`config.mk`:
```
export PLATFORM = sky130hd
export DESIGN_NAME = game_link_ctl
export DESIGN_NICKNAME = d
export VERILOG_FILES = /design/src/rtl/game_link_ctl.sv
export SDC_FILE = /design/constraint.sdc
export NUM_CORES = 1
export LEC_CHECK = 0
export CORE_AREA = 2 2 78 80
export CTS_CLUSTER_DIAMETER = 200
export CTS_CLUSTER_SIZE = 16
export DETAILED_ROUTE_END_ITERATION = 7
export DIE_AREA = 0 0 80 82
export HOLD_SLACK_MARGIN = 0.03
export PLACE_DENSITY_LB_ADDON = 0.12
export SYNTH_ARGS = -nofsm -noshare
export SYNTH_HDL_FRONTEND = slang
export SYNTH_SLANG_ARGS = --single-unit
```
`constraint.sdc`:
```
create_clock -name clk -period 2 [get_ports clk]
set_input_delay 0.4 -clock clk [delete_from_list [all_inputs] [get_ports clk]]
set_output_delay 0.4 -clock clk [all_outputs]
set_load 0.03 [all_outputs]
```
`src/rtl/game_link_ctl.sv`:
```
`default_nettype none
// ============================================================================
// Module      : game_link_ctl
// Description : Session controller for the two-board Fire & Water link.
//               Handles start, play and lose, and arbitrates local keys
//               against link messages from the other board.
// Revision    : 1.0 - initial release
// ============================================================================
module game_link_ctl #(
    parameter int         HOLD_CYCLES = 4,
    parameter logic [7:0] CODE_FIRE   = 8'h30,
    parameter logic [7:0] CODE_WATER  = 8'h31,
    parameter logic [7:0] CODE_LOSE   = 8'h32
) (
    input  logic       clk,
    input  logic       rst,
    input  logic       key_space,
    input  logic       key_enter,
    input  logic       lose_local,
    input  logic [7:0] data_in,
    output logic [7:0] data_out,
    output logic       data_ready,
    output logic       game_active,
    output logic       role,
    output logic       session_over,
    output logic       remote_lose
);

    localparam int                  c_hold_w    = $clog2(HOLD_CYCLES + 1);
    localparam logic [c_hold_w-1:0] c_hold_load = c_hold_w'(HOLD_CYCLES - 1);
    localparam logic [c_hold_w-1:0] c_hold_one  = c_hold_w'(1);

    typedef enum logic [2:0] {
        ST_IDLE     = 3'd0,
        ST_TX_START = 3'd1,
        ST_PLAYING  = 3'd2,
        ST_TX_LOSE  = 3'd3,
        ST_OVER     = 3'd4
    } state_t;

    state_t              r_state;
    state_t              w_state_nxt;
    logic                r_space_d;
    logic                r_enter_d;
    logic                r_lose_d;
    logic [7:0]          r_sync1;
    logic [7:0]          r_sync2;
    logic [7:0]          r_prev;
    logic [7:0]          r_last;
    logic [c_hold_w-1:0] r_hold;
    logic [c_hold_w-1:0] w_hold_nxt;
    logic [7:0]          r_data_out;
    logic [7:0]          w_data_out_nxt;
    logic                r_data_ready;
    logic                w_data_ready_nxt;
    logic                r_game_active;
    logic                r_role;
    logic                w_role_nxt;
    logic                r_session_over;
    logic                r_remote_lose;
    logic                w_remote_lose_nxt;
    logic                w_msg_start;
    logic [7:0]          w_msg_code;

    logic w_space_rise;
    logic w_enter_rise;
    logic w_lose_rise;
    logic w_accept;
    logic w_rx_fire;
    logic w_rx_water;
    logic w_rx_lose;

    assign w_space_rise = key_space  & ~r_space_d;
    assign w_enter_rise = key_enter  & ~r_enter_d;
    assign w_lose_rise  = lose_local & ~r_lose_d;

    // A byte must sit still for two synchronized samples and be new before it counts.
    assign w_accept   = (r_sync2 == r_prev) && (r_sync2 != r_last);
    assign w_rx_fire  = w_accept && (r_sync2 == CODE_FIRE);
    assign w_rx_water = w_accept && (r_sync2 == CODE_WATER);
    assign w_rx_lose  = w_accept && (r_sync2 == CODE_LOSE);

    always_ff @(posedge clk) begin
        if (!rst) begin
            r_space_d <= 1'b0;
            r_enter_d <= 1'b0;
            r_lose_d  <= 1'b0;
            r_sync1   <= 8'h00;
            r_sync2   <= 8'h00;
            r_prev    <= 8'h00;
            r_last    <= 8'h00;
        end else begin
            r_space_d <= key_space;
            r_enter_d <= key_enter;
            r_lose_d  <= lose_local;
            r_sync1   <= data_in;
            r_sync2   <= r_sync1;
            r_prev    <= r_sync2;
            if (w_accept) begin
                r_last <= r_sync2;
            end
        end
    end

    always_comb begin
        w_state_nxt       = r_state;
        w_hold_nxt        = r_hold;
        w_data_out_nxt    = r_data_out;
        w_data_ready_nxt  = r_data_ready;
        w_role_nxt        = r_role;
        w_remote_lose_nxt = 1'b0;
        w_msg_start       = 1'b0;
        w_msg_code        = 8'h00;

        case (r_state)
            ST_IDLE: begin
                if (w_rx_fire) begin
                    w_role_nxt  = 1'b0;
                    w_state_nxt = ST_PLAYING;
                end else if (w_rx_water) begin
                    w_role_nxt  = 1'b1;
                    w_state_nxt = ST_PLAYING;
                end else if (w_space_rise) begin
                    w_role_nxt  = 1'b1;
                    w_msg_start = 1'b1;
                    w_msg_code  = CODE_FIRE;
                    w_state_nxt = ST_TX_START;
                end else if (w_enter_rise) begin
                    w_role_nxt  = 1'b0;
                    w_msg_start = 1'b1;
                    w_msg_code  = CODE_WATER;
                    w_state_nxt = ST_TX_START;
                end
            end
            ST_TX_START, ST_TX_LOSE: begin
                if (r_hold == '0) begin
                    w_data_ready_nxt = 1'b0;
                    w_data_out_nxt   = 8'h00;
                    w_state_nxt      = (r_state == ST_TX_START) ? ST_PLAYING : ST_OVER;
                end else begin
                    w_hold_nxt = r_hold - c_hold_one;
                end
            end
            ST_PLAYING: begin
                // Local lose takes precedence so both boards agree on who lost.
                if (w_lose_rise) begin
                    w_msg_start = 1'b1;
                    w_msg_code  = CODE_LOSE;
                    w_state_nxt = ST_TX_LOSE;
                end else if (w_rx_lose) begin
                    w_remote_lose_nxt = 1'b1;
                    w_state_nxt       = ST_OVER;
                end
            end
            ST_OVER: begin
                if (w_space_rise || w_enter_rise) begin
                    w_role_nxt  = 1'b0;
                    w_state_nxt = ST_IDLE;
                end
            end
            default: begin
                w_state_nxt = ST_IDLE;
            end
        endcase

        if (w_msg_start) begin
            w_data_ready_nxt = 1'b1;
            w_data_out_nxt   = w_msg_code;
            w_hold_nxt       = c_hold_load;
        end
    end

    always_ff @(posedge clk) begin
        if (!rst) begin
            r_state        <= ST_IDLE;
            r_hold         <= '0;
            r_data_out     <= 8'h00;
            r_data_ready   <= 1'b0;
            r_game_active  <= 1'b0;
            r_role         <= 1'b0;
            r_session_over <= 1'b0;
            r_remote_lose  <= 1'b0;
        end else begin
            r_state        <= w_state_nxt;
            r_hold         <= w_hold_nxt;
            r_data_out     <= w_data_out_nxt;
            r_data_ready   <= w_data_ready_nxt;
            r_game_active  <= (w_state_nxt == ST_PLAYING);
            r_role         <= w_role_nxt;
            r_session_over <= (w_state_nxt == ST_OVER);
            r_remote_lose  <= w_remote_lose_nxt;
        end
    end

    assign data_out     = r_data_out;
    assign data_ready   = r_data_ready;
    assign game_active  = r_game_active;
    assign role         = r_role;
    assign session_over = r_session_over;
    assign remote_lose  = r_remote_lose;

endmodule
`default_nettype wire

```
# ---- Word level (Yosys, flattened, before mapping)
# Cells that the tools add are included.
dict set report totals {
  ff_bits 54
  inputBits 13
  out_inout_bits 13
  word_cells 95
}
dict set report classes {
  n_addsub 1
  eq_ne 14
  mux 38
  bitwise 9
  reduce_logical 17
}
# cell count
set ops {}
lappend ops {{6-bit two-way mux} 5}
lappend ops {{3-bit two-way mux} 9}
lappend ops {{8-bit by 6-bit equality test with 1-bit output (second input constant)} 3}
lappend ops {{8-bit two-way mux} 3}
lappend ops {{1-bit two-way mux} 14}
lappend ops {{3-bit case mux with 4 select lines} 1}
lappend ops {{6-bit case mux with 2 select lines} 1}
lappend ops {{3-bit by 2-bit equality test with 1-bit output (second input constant)} 3}
lappend ops {{8-bit equality test} 1}
lappend ops {{8-bit inequality test} 1}
lappend ops {{3-bit equality test (second input constant)} 2}
lappend ops {{3-bit zero test} 2}
lappend ops {{2-bit two-way mux} 3}
lappend ops {{1-bit inverter} 6}
lappend ops {{2-bit AND reduction} 3}
lappend ops {{2-bit nonzero test} 3}
lappend ops {{5-bit inequality test (second input constant)} 1}
lappend ops {{1-bit logical AND} 4}
lappend ops {{2-bit inequality test (second input constant)} 2}
lappend ops {{1-bit case mux with 2 select lines} 2}
lappend ops {{2-bit OR reduction} 2}
lappend ops {{1-bit AND} 3}
lappend ops {{3-bit by 1-bit equality test with 1-bit output (second input constant)} 1}
lappend ops {{3-bit AND reduction} 1}
lappend ops {{other kinds (3)} 3}

# ---- Depth between registers and ports, before layout
dict set report logic_depth {
  depth_word 9
  depth_mapped 7
  ltp_nobuf 7
}

# ---- Worst setup path before layout
# Ideal clock, no wire load.
dict set report synth_timing {
  path_type {register to register}
  startpoint {reg r_sync2[7]}
  endpoint {reg r_role (netlist: role)}
  setup_ns 0.119
  arrival_time_ns 1.536
  required_ns 1.881
  slack_ns 0.346
  path_stages_with_launch 6
  n_path_buf 0
  synth_period_minus_slack_ns 1.654
  path_cell_list {dfxtp_1 or4b_4 nor3_2 o2111a_2 nand2_1 o221a_1}
}
dict set report synth_between {
  elab_chain_cells 6
  word_cells_on_any_way 12
  cone_classes {eq/ne: 5; mux: 3; reduce/logical: 4}
}
# element line
set synth_rtl {}
lappend synth_rtl {{start: declaration} 47} ;# logic [7:0] r_sync2;
lappend synth_rtl {{start signal: assignment} 97} ;# r_sync2 <= r_sync1;
lappend synth_rtl {{8-bit equality test / 8-bit inequality test (equally long branches)} 78} ;# assign w_accept = (r_sync2 == r_prev) && (r_sync2 != r_last);
lappend synth_rtl {{1-bit logical AND} 78}
lappend synth_rtl {{1-bit logical AND} 80} ;# assign w_rx_water = w_accept && (r_sync2 == CODE_WATER);
lappend synth_rtl {{1-bit two-way mux} 120} ;# end else if (w_rx_water) begin
lappend synth_rtl {{1-bit two-way mux} 117} ;# if (w_rx_fire) begin
lappend synth_rtl {{1-bit case mux with 2 select lines} 115} ;# case (r_state)
lappend synth_rtl {{end signal: assignment} 189} ;# r_role <= w_role_nxt;
lappend synth_rtl {{end: declaration} 57} ;# logic r_role;
# Several ways; a longest one is shown, not always the timed one.
# A chain may end at the register's enable or synchronous reset.

# ---- Worst setup path in the final report
# Ends and elaborated chain as after synthesis.

==> impl_metrics.ini <==
[run_status]
status = finished clean

[die]
fp-row-count = 28
die_w_microns = 80
core_sq_um = 5750
die_h_microns = 82
dieArea_sq_um = 6560
initial_utilization_pct = 33.4
ios = 26

[placed_design]
place_congestion = 0.779
port_buffers = 21
dp_hpwl_mm = 2.52
place_area_sq_um = 2240

[power]
p_switching_w = 0.000591
internal_power_w = 0.00166
p_leak_nw = 0.966
combPwrFrac_pct = 19.8
clockPowerShare_pct = 31.9
p_total_w = 0.00225
seqPwrFrac_pct = 48.3
p_per_area_nw_per_um2 = 951
ir_worst_vdd_mv = 0.352
switching_share_pct = 26.3

[drt]
drt_iter0_drc = 37
firstDrtPassIters = 4
routedWlPerCell_microns = 11.5
postRouteAntennaNets = 0
vias = 1333
drc = 0
routed_wl_mm = 3.42
viasPerCell = 4.50

[logic_synthesis]
async_flop_share_pct = 0
yosysTopAreaCell = dfxtp_1
avgSynthCellArea_sq_um = 10.1
yosys.cell_types.count = 42
synth_edf_count = 0
ys_seq_area_share_pct = 51.2
synth_warnings = 0
synthTopCellsByArea = dfxtp_1 51%, and2_1 8.2%, mux2i_1 4.2%
synth_top_cell_area_share_pct = 51.2
syn_area_sq_um = 1920
synth_ff_type = dfxtp_1
synthCells = 190
ys_seq_elements = 49

[sta]
min_period_over_period_pct = 88.9
slew_viol_final = 0
rsz0062_at_grt = false
fin_skew_ns = 0.00576
final_hold_viol_count = 0
setup_viol = 0
period_minus_slack_ns = 1.78
clock.fmax_ghz = 0.562
fin_hold_ws_ns = 0.435
setup-tns-final_ns = 0

[clocking]
cts_sinks = 49
cts.root.buffer_cell = clkbuf_8
cts_tree = done
cts_buffer_depth = 2
post_cts_buffers = 0
postCtsHoldBufs = 0
h-tree-depth = 2
clkTransAtPathRegs_ns = 0.09
cts-resized-gates = 0
insertion_delay_ns = 0.29
cts_buffers = 5

[setup_path]
path_max_fanout = 7
crit_start = r_sync2[7]$_SDFF_PN0_
cp-start-kind = flip-flop
reg2reg_depth = 5
path_class = flip-flop to flip-flop
crit_slowest_cell = or4b_4
reg2reg_from = r_sync2[7]$_SDFF_PN0_
critPathMaxStageDelay_ns = 0.57
crit_required_ns = 2.19
endpoint_kind = flip-flop
arrival_ns = 1.97
crit_chain = or4b_4 > nor3_2 > o2111a_2 > nand2_1 > o221a_1

[run]
drv_cap = 0

[worst_hold_path]
hp-start = r_sync1[2]$_SDFF_PN0_
hold_class = flip-flop to flip-flop
hold_depth = 1

[grt]
grt_pass1_wl_mm = 6.06
grt_overflow = 0
grt_usage_pct = 12.1
grt_max_degree = 18
antenna_found_initial = 0
grt_pass1_vias = 1312

[final_layout]
n_antenna_cell = 0
nFillCells = 598
area_delta_synth_final_pct = 23.2
final_core_util_pct = 41.1
nets = 235
final_layout_size_suffix_gt1_share_pct = 10.4
fin_area_sq_um = 2360
[cell usage in the layout, fill, tap and decap left out, types with 3 or more instances in the layout]
master            n
clkbuf_8          6
nor3_1            3
mux2i_1           8
xnor2_1           9
o21ai_0           3
conb_1            4
xor2_1            9
nor2_1           13
and2_1           25
dfxtp_1          49
nand2_1           9
inv_1             5
a21oi_1           9
nor2b_1           3
clkdlybuf4s50_1  21
buf_4             9
[through the flow]
stage | worst slack (ns) | std cells
detailed placement | 0.106 | 288
floorplan | 0.346 | 193
CTS | 0.126 | 296
finish | 0.222 | 296
global placement | 0.111 | 288
global route | 0.0348 | 296
[worst paths after layout]
check | end | slack (ns)
setup reg to reg | role$_SDFFE_PN0P_ | 0.22
hold / removal | r_sync2[2]$_SDFF_PN0_ | 0.44
hold reg to reg | r_sync2[2]$_SDFF_PN0_ | 0.44
setup / recovery | role$_SDFFE_PN0P_ | 0.22
[synth_stat cells (2+ instances only)]
| master | count |
|---|---|
| buf_4 | 6 |
| a21oi_1 | 9 |
| nor4_1 | 3 |
| o21ai_0 | 3 |
| nand3_1 | 2 |
| nor3_1 | 3 |
| mux2i_1 | 8 |
| clkbuf_1 | 4 |
| and2_1 | 25 |
| xnor2_1 | 9 |
| inv_1 | 5 |
| dfxtp_1 | 49 |
| nor2_1 | 13 |
| nor2b_1 | 3 |
| nand2_1 | 9 |
| xor2_1 | 9 |
| nand4_1 | 2 |
| and2b_1 | 2 |
| ha_1 | 2 |
| nand2b_1 | 2 |
[final cells by class]
class | count | area, sq um | area share (%)
clock buffers | 7 | 86.3 | 3.65
well taps | 75 | 93.8 | 3.97
clock inverters | 1 | 30.0 | 1.27
repair buffers | 30 | 278 | 11.8
flip-flops and latches | 49 | 981 | 41.5
inverters | 5 | 18.8 | 0.794
multi-input cells | 129 | 875 | 37.0
[power by group through the flow]
stage	registers, W	logic [W]	clock network [W]
finish	0.00109	0.000444	0.000716
global route	0.00110	0.000496	0.000784
CTS	0.00109	0.000445	0.000744
detailed placement	0.00111	0.000442	0
global placement	0.00111	0.000432	0
floorplan	0.00114	0.000270	0
[critical path: cells and delay by family, from the launching register on]
kind,cells,cell delay [ns]
compound gates,2,0.54
flops,1,0.37
simple gates,3,0.76
[sequential cells by signal, summed over array words and instances, names as in the netlist]
signal	cells
r_last	8
r_sync1	8
r_lose_d	1
r_sync2	8
role	1
r_space_d	1
remote_lose	1
data_ready	1
game_active	1
r_hold	3
r_state	3
r_enter_d	1
data_out	3
session_over	1
r_prev	8
[cells by family (layout without fill, tap and decap cells)]
group / count (synthesis) / in the layout / share of synthesized area [%]
flip-flops: 49 / 49 / 51.2
AO/OA/AOI/OAI: 25 / 25 / 9.33
XOR/XNOR: 18 / 18 / 8.23
AND/OR/NAND/NOR: 72 / 72 / 21.5
other: 1 / 4 / 0.196
adder cells (fa/ha/maj): 2 / 2 / 1.31
multiplexers: 8 / 8 / 4.18
buffers and inverters: 15 / 43 / 4.11
[per-layer routing]
layer | vias up | global-route usage (%) | share of wire [%]
met3 | 6 | 3.85 | 5.0
li1 | 683 | - | -
met2 | 33 | 20.2 | 47
met5 | - | 0 | 0
met1 | 611 | 14.5 | 46
met4 | 0 | 4.58 | 1.8
(Power assumes the default switching activity.)
